$ cat src/rtl/parity_frame_tx.sv
// parity_frame_tx: accepts one W-bit word over valid/ready and shifts it out
// MSB-first, one bit per clock, followed by an odd/even parity slot.
// Optional macro PARITY_FRAME_START_BIT_EN inserts a START slot (so_bit=0)
// ahead of the data bits.
module parity_frame_tx #(
   parameter  int W  = 3,
   localparam int CW = $clog2(W)
) (
   input  logic         clk,
   input  logic         reset,
   input  logic         in_valid,
   input  logic [W-1:0] in_data,
   input  logic         in_odd,
   output logic         in_ready,
   output logic         so_bit,
   output logic         so_valid,
   output logic         so_is_parity,
   output logic         frame_done,
   output logic         busy
);

`ifdef PARITY_FRAME_START_BIT_EN
   typedef enum logic [1:0] {
      S_IDLE   = 2'd0,
      S_DATA   = 2'd1,
      S_PARITY = 2'd2,
      S_START  = 2'd3
   } state_t;
   localparam state_t FIRST_ST = S_START;
`else
   typedef enum logic [1:0] {
      S_IDLE   = 2'd0,
      S_DATA   = 2'd1,
      S_PARITY = 2'd2
   } state_t;
   localparam state_t FIRST_ST = S_DATA;
`endif

   state_t          state_q, state_d;
   logic [W-1:0]    shift_q, shift_d;
   logic [CW-1:0]   cnt_q, cnt_d;
   logic            par_q, par_d;
   logic            so_bit_q, so_bit_d;
   logic            so_valid_q, so_valid_d;
   logic            so_is_parity_q, so_is_parity_d;
   logic            frame_done_q, frame_done_d;
   logic            busy_q, busy_d;
   logic            accept;

   // Ready is decoded from state: IDLE, or PARITY for back-to-back framing.
   always_comb begin
      in_ready = (state_q == S_IDLE) || (state_q == S_PARITY);
      accept   = in_valid && in_ready;
   end

   // Next-state and next-output computation; outputs describe the slot
   // produced by the current state and appear one clock later.
   always_comb begin
      state_d        = state_q;
      shift_d        = shift_q;
      cnt_d          = cnt_q;
      par_d          = par_q;
      so_bit_d       = 1'b0;
      so_valid_d     = 1'b0;
      so_is_parity_d = 1'b0;
      frame_done_d   = 1'b0;

      unique case (state_q)
         S_IDLE: begin
            if (accept) begin
               shift_d = in_data;
               par_d   = in_odd ? ~^in_data : ^in_data;
               cnt_d   = CW'(W - 1);
               state_d = FIRST_ST;
            end
         end
`ifdef PARITY_FRAME_START_BIT_EN
         S_START: begin
            so_valid_d = 1'b1;
            state_d    = S_DATA;
         end
`endif
         S_DATA: begin
            so_valid_d = 1'b1;
            so_bit_d   = shift_q[W-1];
            shift_d    = {shift_q[W-2:0], 1'b0};
            if (cnt_q == '0) begin
               state_d = S_PARITY;
            end else begin
               cnt_d = cnt_q - 1'b1;
            end
         end
         S_PARITY: begin
            so_valid_d     = 1'b1;
            so_is_parity_d = 1'b1;
            frame_done_d   = 1'b1;
            so_bit_d       = par_q;
            if (accept) begin
               shift_d = in_data;
               par_d   = in_odd ? ~^in_data : ^in_data;
               cnt_d   = CW'(W - 1);
               state_d = FIRST_ST;
            end else begin
               state_d = S_IDLE;
            end
         end
         default: begin
            state_d = S_IDLE;
         end
      endcase

      busy_d = (state_d != S_IDLE);
   end

   // All state and registered outputs; async active-low clear.
   always_ff @(posedge clk or negedge reset) begin
      if (!reset) begin
         state_q        <= S_IDLE;
         shift_q        <= '0;
         cnt_q          <= '0;
         par_q          <= 1'b0;
         so_bit_q       <= 1'b0;
         so_valid_q     <= 1'b0;
         so_is_parity_q <= 1'b0;
         frame_done_q   <= 1'b0;
         busy_q         <= 1'b0;
      end else begin
         state_q        <= state_d;
         shift_q        <= shift_d;
         cnt_q          <= cnt_d;
         par_q          <= par_d;
         so_bit_q       <= so_bit_d;
         so_valid_q     <= so_valid_d;
         so_is_parity_q <= so_is_parity_d;
         frame_done_q   <= frame_done_d;
         busy_q         <= busy_d;
      end
   end

   assign so_bit       = so_bit_q;
   assign so_valid     = so_valid_q;
   assign so_is_parity = so_is_parity_q;
   assign frame_done   = frame_done_q;
   assign busy         = busy_q;

endmodule

$ cat config.mk
export PLATFORM = sky130hd
export DESIGN_NAME = parity_frame_tx
export DESIGN_NICKNAME = d
export VERILOG_FILES = /design/src/rtl/parity_frame_tx.sv
export SDC_FILE = /design/constraint.sdc
export NUM_CORES = 1
export LEC_CHECK = 0
export CAP_MARGIN = 20
export CORE_UTILIZATION = 47
export DETAILED_ROUTE_END_ITERATION = 7
export PLACE_DENSITY_LB_ADDON = 0.08
export SLEW_MARGIN = 40
export SYNTH_ARGS = -nofsm -noshare
export SYNTH_HDL_FRONTEND = slang
export SYNTH_SLANG_ARGS = --single-unit
$ cat constraint.sdc
create_clock -name clk -period 1.79 [get_ports clk]
set_clock_uncertainty 0.15 [all_clocks]
set_input_delay 0.358 -clock clk [delete_from_list [all_inputs] [get_ports clk]]
set_output_delay 0.358 -clock clk [all_outputs]
set_load 0.1 [all_outputs]
==> impl_metrics.json <==
{
  "cp-start-kind": "register",
  "rrSetupSlack_ps": 70,
  "grt_overflow": 0,
  "yosysSeqAreaShare": 0.484,
  "rows": 12,
  "grt_pass1_wl_mm": 2.08,
  "fin_setup_tns_ps": 0,
  "hold_viol": 0,
  "io_pins": 13,
  "grt_pass1_vias": 477,
  "cts-root-buf": "clkbuf_4",
  "final_cells": 91,
  "numCtsBuffers": 3,
  "antenna_cells": 0,
  "synthArstFlopShare": 1.00,
  "fmax_ghz": 0.566,
  "clkSinkCount": 12,
  "ctsHoldBuffers": 0,
  "period_share": 0.988,
  "synth_area_um2": 621,
  "yosysWarnings": 0,
  "vias": 453,
  "grt_max_degree": 13,
  "dr.pass1.iters": 2,
  "synthFlopType": "dfrtp_1",
  "gr-max-usage-layer": "met2",
  "cp-end-kind": "output pin",
  "synth.most_common_cell": "dfrtp_1",
  "nets": 90,
  "synth_fp_nets": 69,
  "antenna_found_initial": 0,
  "synth_edf_count": 0,
  "yosys.area.top_type": "dfrtp_1",
  "postSynthAreaPerCell_um2": 10.9,
  "critPathArrivalTime_ps": 1260,
  "start_util": 0.530,
  "setup.worst_path.class": "register to output pin",
  "hold_class": "input port to asynchronous set/reset pin",
  "clk_pin_slew_ps": 80,
  "drc": 0,
  "cts_tree": "built",
  "met1_usage": 0.268,
  "drt-total-wl_mm": 1.19,
  "met3_usage": 0.0349,
  "synth_cells": 57,
  "synth_top_area_frac": 0.484,
  "grtUsageMet2": 0.352,
  "cp.required_ps": 1280,
  "slew_headroom": 0.650,
  "fp.coreArea_um2": 1170,
  "ys_types": 23,
  "clk_latency_ps": 270,
  "detail_route.wl_per_cell_um": 13.0,
  "routabilityCongestion": 0.782,
  "path_max_fanout": 5,
  "vias_per_cell": 4.98,
  "fin_crit_ps": 1770,
  "chipHeight_um": 38.3,
  "dieArea_um2": 1470,
  "drt_iter0_drc": 4,
  "setup_viol": 0,
  "yosys-top-cells-count": "dfrtp_1, inv_1, nand2_1",
  "synth_area_leaders": "dfrtp_1, ha_1, mux2i_1, xnor2_1, inv_1",
  "ys_ff_latch": 12,
  "htreeDepth": 1,
  "status": "finished clean",
  "grt_usage": 0.213,
  "n_fill_cell": 75,
  "syn_to_final_growth_pct": 48.0,
  "rsz0062_at_grt": "yes",
  "drive_above_1_share": 0.351,
  "worst_pin_slew_ps": 524,
  "io_buffer_count": 12,
  "ant_nets": 0,
  "cts_buffer_depth": 2,
  "die_x_um": 38.3,
  "timing.final.max_slew_violations": 0,
  "dp_cells": 85,
  "drv_cap": 0,
  "dpl.hpwl_um": 871
}
[kinds of logic after synthesis]
logic type,synth area share
buffers and inverters,0.0726
adders and majority gates,0.101
and+or+nand+nor,0.0706
DFF,0.484
muxes,0.0726
AOI/OAI and AO/OA,0.157
xor gates and xnor gates,0.0423
[placed cells by master (no fill, tap or decap)]
cell type | synthesis | layout
nor2b_1 | 1 | 1
inv_1 | 6 | 4
a22o_1 | 1 | 1
nand3_1 | 1 | 1
clkbuf_8 | 0 | 1
o21bai_4 | 1 | 1
a21oi_2 | 1 | 1
clkdlybuf4s50_1 | 0 | 6
ha_4 | 0 | 2
buf_12 | 0 | 6
clkbuf_4 | 0 | 3
inv_2 | 1 | 2
buf_4 | 1 | 6
ha_1 | 5 | 3
o21ai_0 | 3 | 3
inv_4 | 0 | 1
nand2_1 | 6 | 6
mux2_4 | 1 | 1
o22ai_1 | 1 | 1
a21oi_1 | 3 | 3
nor2_4 | 0 | 1
a22oi_1 | 1 | 1
nand2b_1 | 1 | 1
xnor2_1 | 3 | 3
mux2i_1 | 3 | 3
o21ai_1 | 2 | 2
a211oi_1 | 1 | 1
dfrtp_1 | 12 | 10
dfrtp_2 | 0 | 2
[worst paths after layout]
kind | startpoint | to | depth (start not counted)
worst min-delay path | reset | cnt_q[1] | 1
max in group asynchronous | reset | state_q[1] | 1
min in group clk | shift_q[1] | shift_q[1] | 2
worst max-delay path | state_q[1] | in_ready | 5
worst min register to register | shift_q[1] | shift_q[1] | 2
worst max register to register | state_q[0] | cnt_q[1] | 5
[stage by stage]
stage	setup WS [ps]	instance area [µm²]	utilization	hold slack [ps]
after floorplan	41.9	624	-	-87.6
after global placement	56.4	833	0.712	315
after detailed placement	50.1	833	0.712	327
after CTS	29.1	918	0.784	286
after global routing	-35.8	918	0.784	336
final	21.7	918	0.784	272
[metal layers]
| metal | part of all wire | up-vias |
|---|---|---|
| met3 | 0.030 | 0 |
| met4 | 0 | 0 |
| met2 | 0.52 | 11 |
| li1 | - | 226 |
| met5 | 0 | - |
| met1 | 0.45 | 216 |
[critical path, stage by stage (launching register included)]
cell,delay (ps)
dfrtp_2,420
inv_2,70
ha_4,170
nor2_4,120
inv_4,50
buf_12,160
[sequential cells by signal, indices dropped and copies added, names as in the netlist]
register and count:
state_q 2, shift_q 3, so_bit 1, frame_done 1, cnt_q 2, so_valid 1
busy 1, par_q 1
[timing repair]
action	in CTS	in global routing
setup endpoints to repair	1	1
gates cloned	0	0
endpoints found under the hold margin	0	0
buffers inserted	2	0
gates resized for setup	9	0
pin swaps	1	0
[layout make-up]
cell class | instances | area, µm² | area share
Clock buffer | 4 | 36.3 | 0.0395
Inverter | 7 | 28.8 | 0.0313
Multi-Input combinational cell | 36 | 308 | 0.335
Sequential cell | 12 | 303 | 0.330
Tap cell | 14 | 17.5 | 0.0191
Timing Repair Buffer | 18 | 225 | 0.245
Power is not shown: default switching activity piles up to over one toggle a cycle in this logic, so the estimate is an artifact.
